$ cat src/rtl/sser_pkg.sv
// Shared types and constants for the serial-register read sequencer.
// Holds the FSM encoding, the legal address window and small helpers.
package sser_pkg;

  localparam int NUM_PORTS = 2;
  localparam int ADDR_W    = 10;

  // Only the BA13=0 / BA12=1 window maps onto the serial register.
  localparam logic LEGAL_BA13 = 1'b0;
  localparam logic LEGAL_BA12 = 1'b1;

  typedef enum logic [2:0] {
    IDLE,
    SETUP,
    SHIFT,
    DONE,
    GAP
  } sser_state_t;

  function automatic logic is_legal_addr(input logic [ADDR_W-1:0] addr);
    return (addr[ADDR_W-1] == LEGAL_BA13) && (addr[ADDR_W-2] == LEGAL_BA12);
  endfunction

  function automatic logic [NUM_PORTS-1:0] port_onehot(input logic port);
    return port ? NUM_PORTS'(2) : NUM_PORTS'(1);
  endfunction

endpackage

$ cat src/rtl/sser_read_sequencer_if.sv
// Requester-side handshake for the read sequencer: two request ports
// sharing one response data bus.
interface sser_req_if #(
  parameter int DATA_W = 8
);
  import sser_pkg::*;

  logic [NUM_PORTS-1:0] req_valid;
  logic [ADDR_W-1:0]    req_addr0;
  logic [ADDR_W-1:0]    req_addr1;
  logic [NUM_PORTS-1:0] req_ready;
  logic [NUM_PORTS-1:0] rsp_valid;
  logic [NUM_PORTS-1:0] rsp_err;
  logic [DATA_W-1:0]    rsp_data;

  modport master (
    output req_valid, req_addr0, req_addr1,
    input  req_ready, rsp_valid, rsp_err, rsp_data
  );

  modport slave (
    input  req_valid, req_addr0, req_addr1,
    output req_ready, rsp_valid, rsp_err, rsp_data
  );

endinterface

$ cat src/rtl/sser_rr_arb.sv
// Two-way round-robin arbiter; the last-grant pointer moves only when a
// grant is actually taken (advance), and resets so that port 0 wins first.
module sser_rr_arb
  import sser_pkg::*;
(
  input  logic                 clk,
  input  logic                 rst_n,
  input  logic [NUM_PORTS-1:0] req,
  input  logic                 advance,
  output logic [NUM_PORTS-1:0] grant
);

  logic last_reg;

  always_comb begin
    grant = '0;
    case (req)
      2'b01:   grant = 2'b01;
      2'b10:   grant = 2'b10;
      2'b11:   grant = last_reg ? 2'b01 : 2'b10;
      default: grant = '0;
    endcase
  end

  always_ff @(posedge clk or negedge rst_n) begin
    if (!rst_n) begin
      last_reg <= 1'b1;
    end else if (advance) begin
      last_reg <= grant[1];
    end
  end

endmodule

$ cat src/rtl/sser_read_sequencer.sv
// Arbitrates two read requesters onto the serial-register bus: address
// setup, DATA_W-bit MSB-first shift-in, one-cycle response, one idle gap.
module sser_read_sequencer
  import sser_pkg::*;
#(
  parameter int DATA_W    = 8,
  parameter int SETUP_CYC = 2
) (
  input  logic              clk,
  input  logic              rst_n,
  sser_req_if.slave         host,
  output logic              sser_n,
  output logic [ADDR_W-1:0] ba,
  output logic              br_w,
  input  logic              sdrd
);

  localparam int CNT_W = 5;

  sser_state_t          state_reg;
  logic                 port_reg;
  logic [CNT_W-1:0]     cnt_reg;
  logic [DATA_W-1:0]    shift_reg;
  logic [NUM_PORTS-1:0] grant;
  logic [NUM_PORTS-1:0] ready;
  logic                 accept;
  logic                 sel_port;
  logic [ADDR_W-1:0]    sel_addr;

  sser_rr_arb u_arb (
    .clk     (clk),
    .rst_n   (rst_n),
    .req     (host.req_valid),
    .advance (accept),
    .grant   (grant)
  );

  // Ready depends on the live request, so it is decoded from the state.
  for (genvar gi = 0; gi < NUM_PORTS; gi++) begin : g_ready
    assign ready[gi] = (state_reg == IDLE) && grant[gi];
  end

  assign host.req_ready = ready;
  assign accept         = |(host.req_valid & ready);
  assign sel_port       = grant[1];
  assign sel_addr       = sel_port ? host.req_addr1 : host.req_addr0;

  always_ff @(posedge clk or negedge rst_n) begin
    if (!rst_n) begin
      state_reg      <= IDLE;
      port_reg       <= 1'b0;
      cnt_reg        <= '0;
      shift_reg      <= '0;
      sser_n         <= 1'b1;
      ba             <= '0;
      br_w           <= 1'b0;
      host.rsp_valid <= '0;
      host.rsp_err   <= '0;
      host.rsp_data  <= '0;
    end else begin
      case (state_reg)
        IDLE: begin
          if (accept) begin
            port_reg <= sel_port;
            cnt_reg  <= '0;
            if (is_legal_addr(sel_addr)) begin
              state_reg <= SETUP;
              ba        <= sel_addr;
              br_w      <= 1'b1;
            end else begin
              // Illegal window: answer at once, never touch the bus.
              state_reg      <= DONE;
              host.rsp_valid <= port_onehot(sel_port);
              host.rsp_err   <= port_onehot(sel_port);
              host.rsp_data  <= '0;
            end
          end
        end
        SETUP: begin
          if (cnt_reg == CNT_W'(SETUP_CYC - 1)) begin
            state_reg <= SHIFT;
            sser_n    <= 1'b0;
            cnt_reg   <= '0;
          end else begin
            cnt_reg <= cnt_reg + CNT_W'(1);
          end
        end
        SHIFT: begin
          shift_reg <= {shift_reg[DATA_W-2:0], sdrd};
          if (cnt_reg == CNT_W'(DATA_W - 1)) begin
            // Last bit goes straight into the response word.
            state_reg      <= DONE;
            sser_n         <= 1'b1;
            ba             <= '0;
            br_w           <= 1'b0;
            host.rsp_valid <= port_onehot(port_reg);
            host.rsp_err   <= '0;
            host.rsp_data  <= {shift_reg[DATA_W-2:0], sdrd};
          end else begin
            cnt_reg <= cnt_reg + CNT_W'(1);
          end
        end
        DONE: begin
          host.rsp_valid <= '0;
          host.rsp_err   <= '0;
          state_reg      <= GAP;
        end
        GAP: begin
          state_reg <= IDLE;
        end
        default: begin
          state_reg <= IDLE;
        end
      endcase
    end
  end

endmodule

$ cat src/flat_wrapper.sv
// flat-port wrapper written by rule: the top's interface ports become plain ports
module sser_read_sequencer_flat import sser_pkg::*;
#(
  parameter int DATA_W    = 8,
  parameter int SETUP_CYC = 2
)
  (clk, rst_n, sser_n, ba, br_w, sdrd, host_req_valid, host_req_addr0, host_req_addr1, host_req_ready, host_rsp_valid, host_rsp_err, host_rsp_data);
  sser_req_if #(.DATA_W(DATA_W)) host_i ();
  input  logic clk;
  input  logic rst_n;
  output logic sser_n;
  output logic [ADDR_W-1:0] ba;
  output logic br_w;
  input  logic sdrd;
  input wire logic [$bits(host_i.req_valid)-1:0] host_req_valid;
  input wire logic [$bits(host_i.req_addr0)-1:0] host_req_addr0;
  input wire logic [$bits(host_i.req_addr1)-1:0] host_req_addr1;
  output wire logic [$bits(host_i.req_ready)-1:0] host_req_ready;
  output wire logic [$bits(host_i.rsp_valid)-1:0] host_rsp_valid;
  output wire logic [$bits(host_i.rsp_err)-1:0] host_rsp_err;
  output wire logic [$bits(host_i.rsp_data)-1:0] host_rsp_data;
  assign host_i.req_valid = host_req_valid;
  assign host_i.req_addr0 = host_req_addr0;
  assign host_i.req_addr1 = host_req_addr1;
  assign host_req_ready = host_i.req_ready;
  assign host_rsp_valid = host_i.rsp_valid;
  assign host_rsp_err = host_i.rsp_err;
  assign host_rsp_data = host_i.rsp_data;
  sser_read_sequencer #(.DATA_W(DATA_W), .SETUP_CYC(SETUP_CYC)) u_core (.clk(clk), .rst_n(rst_n), .host(host_i), .sser_n(sser_n), .ba(ba), .br_w(br_w), .sdrd(sdrd));
endmodule
$ cat config.mk
export PLATFORM = sky130hd
export DESIGN_NAME = sser_read_sequencer_flat
export DESIGN_NICKNAME = d
export VERILOG_FILES = /design/src/rtl/sser_pkg.sv /design/src/rtl/sser_read_sequencer_if.sv /design/src/rtl/sser_rr_arb.sv /design/src/rtl/sser_read_sequencer.sv /design/src/flat_wrapper.sv
export SDC_FILE = /design/constraint.sdc
export NUM_CORES = 1
export LEC_CHECK = 0
export ABC_AREA = 1
export ABC_CLOCK_PERIOD_IN_PS = 1500
export CAP_MARGIN = 20
export CORE_MARGIN = 4
export CORE_UTILIZATION = 45
export DETAILED_ROUTE_END_ITERATION = 16
export HOLD_SLACK_MARGIN = 0.02
export PLACE_DENSITY = 0.86
export SYNTH_ARGS = -nofsm -noshare
export SYNTH_HDL_FRONTEND = slang
export SYNTH_HIERARCHICAL = 1
export SYNTH_SLANG_ARGS = --single-unit
$ cat constraint.sdc
create_clock -name clk -period 1.5 [get_ports clk]
set_input_delay 0.375 -clock clk [delete_from_list [all_inputs] [get_ports clk]]
set_output_delay 0.375 -clock clk [all_outputs]
set_load 0.01 [all_outputs]
==> results.cfg <==
[run_status]
status = finished, violations left
violations = negative setup slack

[floorplanning]
rows = 24
start_util_pct = 47.8
die_w_um = 76.9
num_io_pins = 51
fp.dieH_um = 76.9
core-area_um2 = 4470
die_area_um2 = 5920

[detailed_routing]
met1_length_mm = 2.73
drt_wl_total_mm = 6.97
drt_iter0_drc = 121
top_layer = met4
vias = 2302
antenna_left = 0
dr.pass1.iters = 4
via_per_inst = 5.51
drc = 0
wl_met3_um = 472
met2_length_mm = 3.54
wl_per_cell_um = 16.7

[setup_path]
reg2reg_depth = 9
timing.rr.end = u_core/ba[7]
cp.required_ns = 1.69
crit_fanout = 6
path_class = flop to flop
reg2reg_from = u_core/u_arb/last_reg
end_kind = flop
cp.arrival_ns = 1.94
endpoint = u_core/ba[7]
reg2reg_slack_ns = -0.25
timing.critical_path.from_type = flop
cp-startpoint = u_core/u_arb/last_reg

[sta]
worstMarginPinSlew_ns = 0.357
rsz0062_at_grt = yes
period_share_pct = 117
setup_viol = 32
slew_viol_final = 0
fmax_mhz = 570
timing.slew.headroom_pct = 76.0
skew_ns = 0.00739
finalHoldViolations = 0
min_period_ns = 1.75
layout_setup_ws_ns = -0.254

[clock_tree]
cts_buffers = 5
clk-insertion-delay-late_ns = 0.30
cts_tree = built
cts.path.max_buffers = 2
htreeDepth = 2
clk_pin_slew_ns = 0.08
cts-root-buf = clkbuf_8
cts_sinks = 41

[final_layout]
largest_reg_flops = 10
layout-drive-gt1-share_pct = 30.1
num-nets-final = 393
area_growth_pct = 56.9
post-route-util_pct = 75.0
postLayoutCellArea_um2 = 3350
n_antenna_cell = 0

[global_route]
grt_pass1_wl_mm = 10.6
antenna_found_initial = 0
grtUsageTotal_pct = 22.5
grt_max_degree = 32
grt_pass1_vias = 2263
grt-ovfl-total = 0

[yosys]
synth_top_family_by_area = simple AND/OR/NAND/NOR gates
synth-adder-area-share_pct = 1.17
synth_xor_area_share_pct = 0.819
synthDistinctLibCells = 27
synth_compound_area_share_pct = 7.08
synth_warnings = 6
synth_area_per_cell_um2 = 7.95
ys_seq_area_share_pct = 48.1
synth_flop_cell = dfrtp_1
synth-simple-area-share_pct = 34.2
synth-async-reset-ratio_pct = 100
synth_fp_nets = 296
synth_seq_cells = 41
synth_edf_count = 0
synth_cells = 269
synth_mux_area_share_pct = 0
synth_area_um2 = 2140

[placed_design]
gp_congestion = 0.875
place_hpwl_mm = 4.08
detailed_place.area_um2 = 2970
port_buffers = 50
dp_slack_ns = -0.658

[power]
p_leak_nw = 1.78
irDropWorstVdd_uv = 1070
p_per_area_nw_per_um2 = 2180

[job]
maxCapViolCount = 0

[worst_hold_path]
hold_path.class = flop to flop
## cell families (layout without fill, tap and decap cells)
logic type,count (synthesis),count (layout)
and+or+nand+nor,159,160
DFF,41,41
buffers and inverters,41,137
AOI/OAI and AO/OA,24,24
adders and majority gates,2,2
xor gates and xnor gates,2,2
## area by class of cell
cell class,count,area (um^2)
Fill cell,293,1120
Multi-Input combinational cell,188,1120
Sequential cell,41,1030
Timing Repair Buffer,99,933
Inverter,31,119
Clock buffer,6,82.6
Tap cell,52,65.1
Clock inverter,1,7.51
## critical path, cell delays in order (launching register included)
cell and delay [ns]:
dfstp_2 0.55, inv_1 0.06, a21boi_2 0.14, buf_4 0.12, nand4_1 0.18, nand3_4 0.18
buf_6 0.14, nand3_4 0.11, nand2_1 0.11, nand2_1 0.07
## repair_timing
| item | 4_1_cts | 5_1_grt |
|---|---|---|
| hold buffers | 1 | 0 |
| gates cloned | 2 | 0 |
| gates resized for setup | 59 | 28 |
| buffers inserted | 4 | 6 |
| setup endpoints to repair | 58 | 42 |
| pin swaps | 11 | 10 |
| hold endpoints to repair | 8 | 0 |
## cell usage after synthesis (3+ instances only)
library cell  count  area [um^2]
inv_2             4         15.0
nand2_2           3         18.8
inv_1            27          101
buf_4             4         30.0
o21bai_1          7         52.6
o21ai_1           3         15.0
nor2_1           17         63.8
nand2_1          95          357
nand3_2           4         40.0
clkbuf_1          3         11.3
nand3_1          12         60.1
a21oi_1           9         45.0
dfrtp_1          39          976
nand4_1          22          138
o21ai_0           3         15.0
## how the worst min path moves through the flow
stage                             from                      to  slack (ns)  cells past startpoint
final                     u_core/ba[9]            u_core/ba[9]        0.47                      2
after global routing      u_core/ba[9]            u_core/ba[9]        0.49                      2
after CTS                 u_core/ba[9]            u_core/ba[9]        0.47                      2
after detailed placement         rst_n  u_core/host.rsp_err[0]        0.28                      1
after global placement           rst_n  u_core/host.rsp_err[0]        0.28                      1
after floorplan                  rst_n            u_core/ba[0]        0.08                      0
## layout by cell type, fill, tap and decap left out, types with 7 or more instances in the layout
| cell type | count |
|---|---|
| inv_1 | 26 |
| dfrtp_1 | 39 |
| nand4_1 | 22 |
| buf_4 | 34 |
| nand3_1 | 8 |
| buf_6 | 7 |
| a21oi_1 | 9 |
| nor2_1 | 11 |
| clkdlybuf4s50_1 | 21 |
| dlygate4sd2_1 | 25 |
| nand2_2 | 17 |
| nand2_1 | 76 |
## per-stage QoR
| step | setup TNS [ns] | instances | hold WS [ns] | total power, mW |
|---|---|---|---|---|
| finish | -6.33 | 418 | 0.471 | 7.30 |
| global route | -8.67 | 418 | 0.488 | 7.78 |
| CTS | -4.76 | 412 | 0.471 | 6.62 |
| detailed placement | -19.19 | 398 | 0.280 | 5.63 |
| global placement | -17.37 | 398 | 0.276 | 5.49 |
| floorplan | -0.780 | 269 | 0.0794 | 3.96 |
## where the power goes
part	switching [mW]	total [mW]	internal, mW
sequential	0.283	1.88	1.59
combinational	2.65	4.68	2.03
clock	0.382	0.746	0.364
## routing by layer
layer  global-route usage (%)  vias up
met3                     5.27       25
met1                     25.6     1106
li1                         -     1062
met4                     9.06        0
met2                     40.2      109
met5                        0        -
No activity file was read; power rests on OpenSTA's default activity.
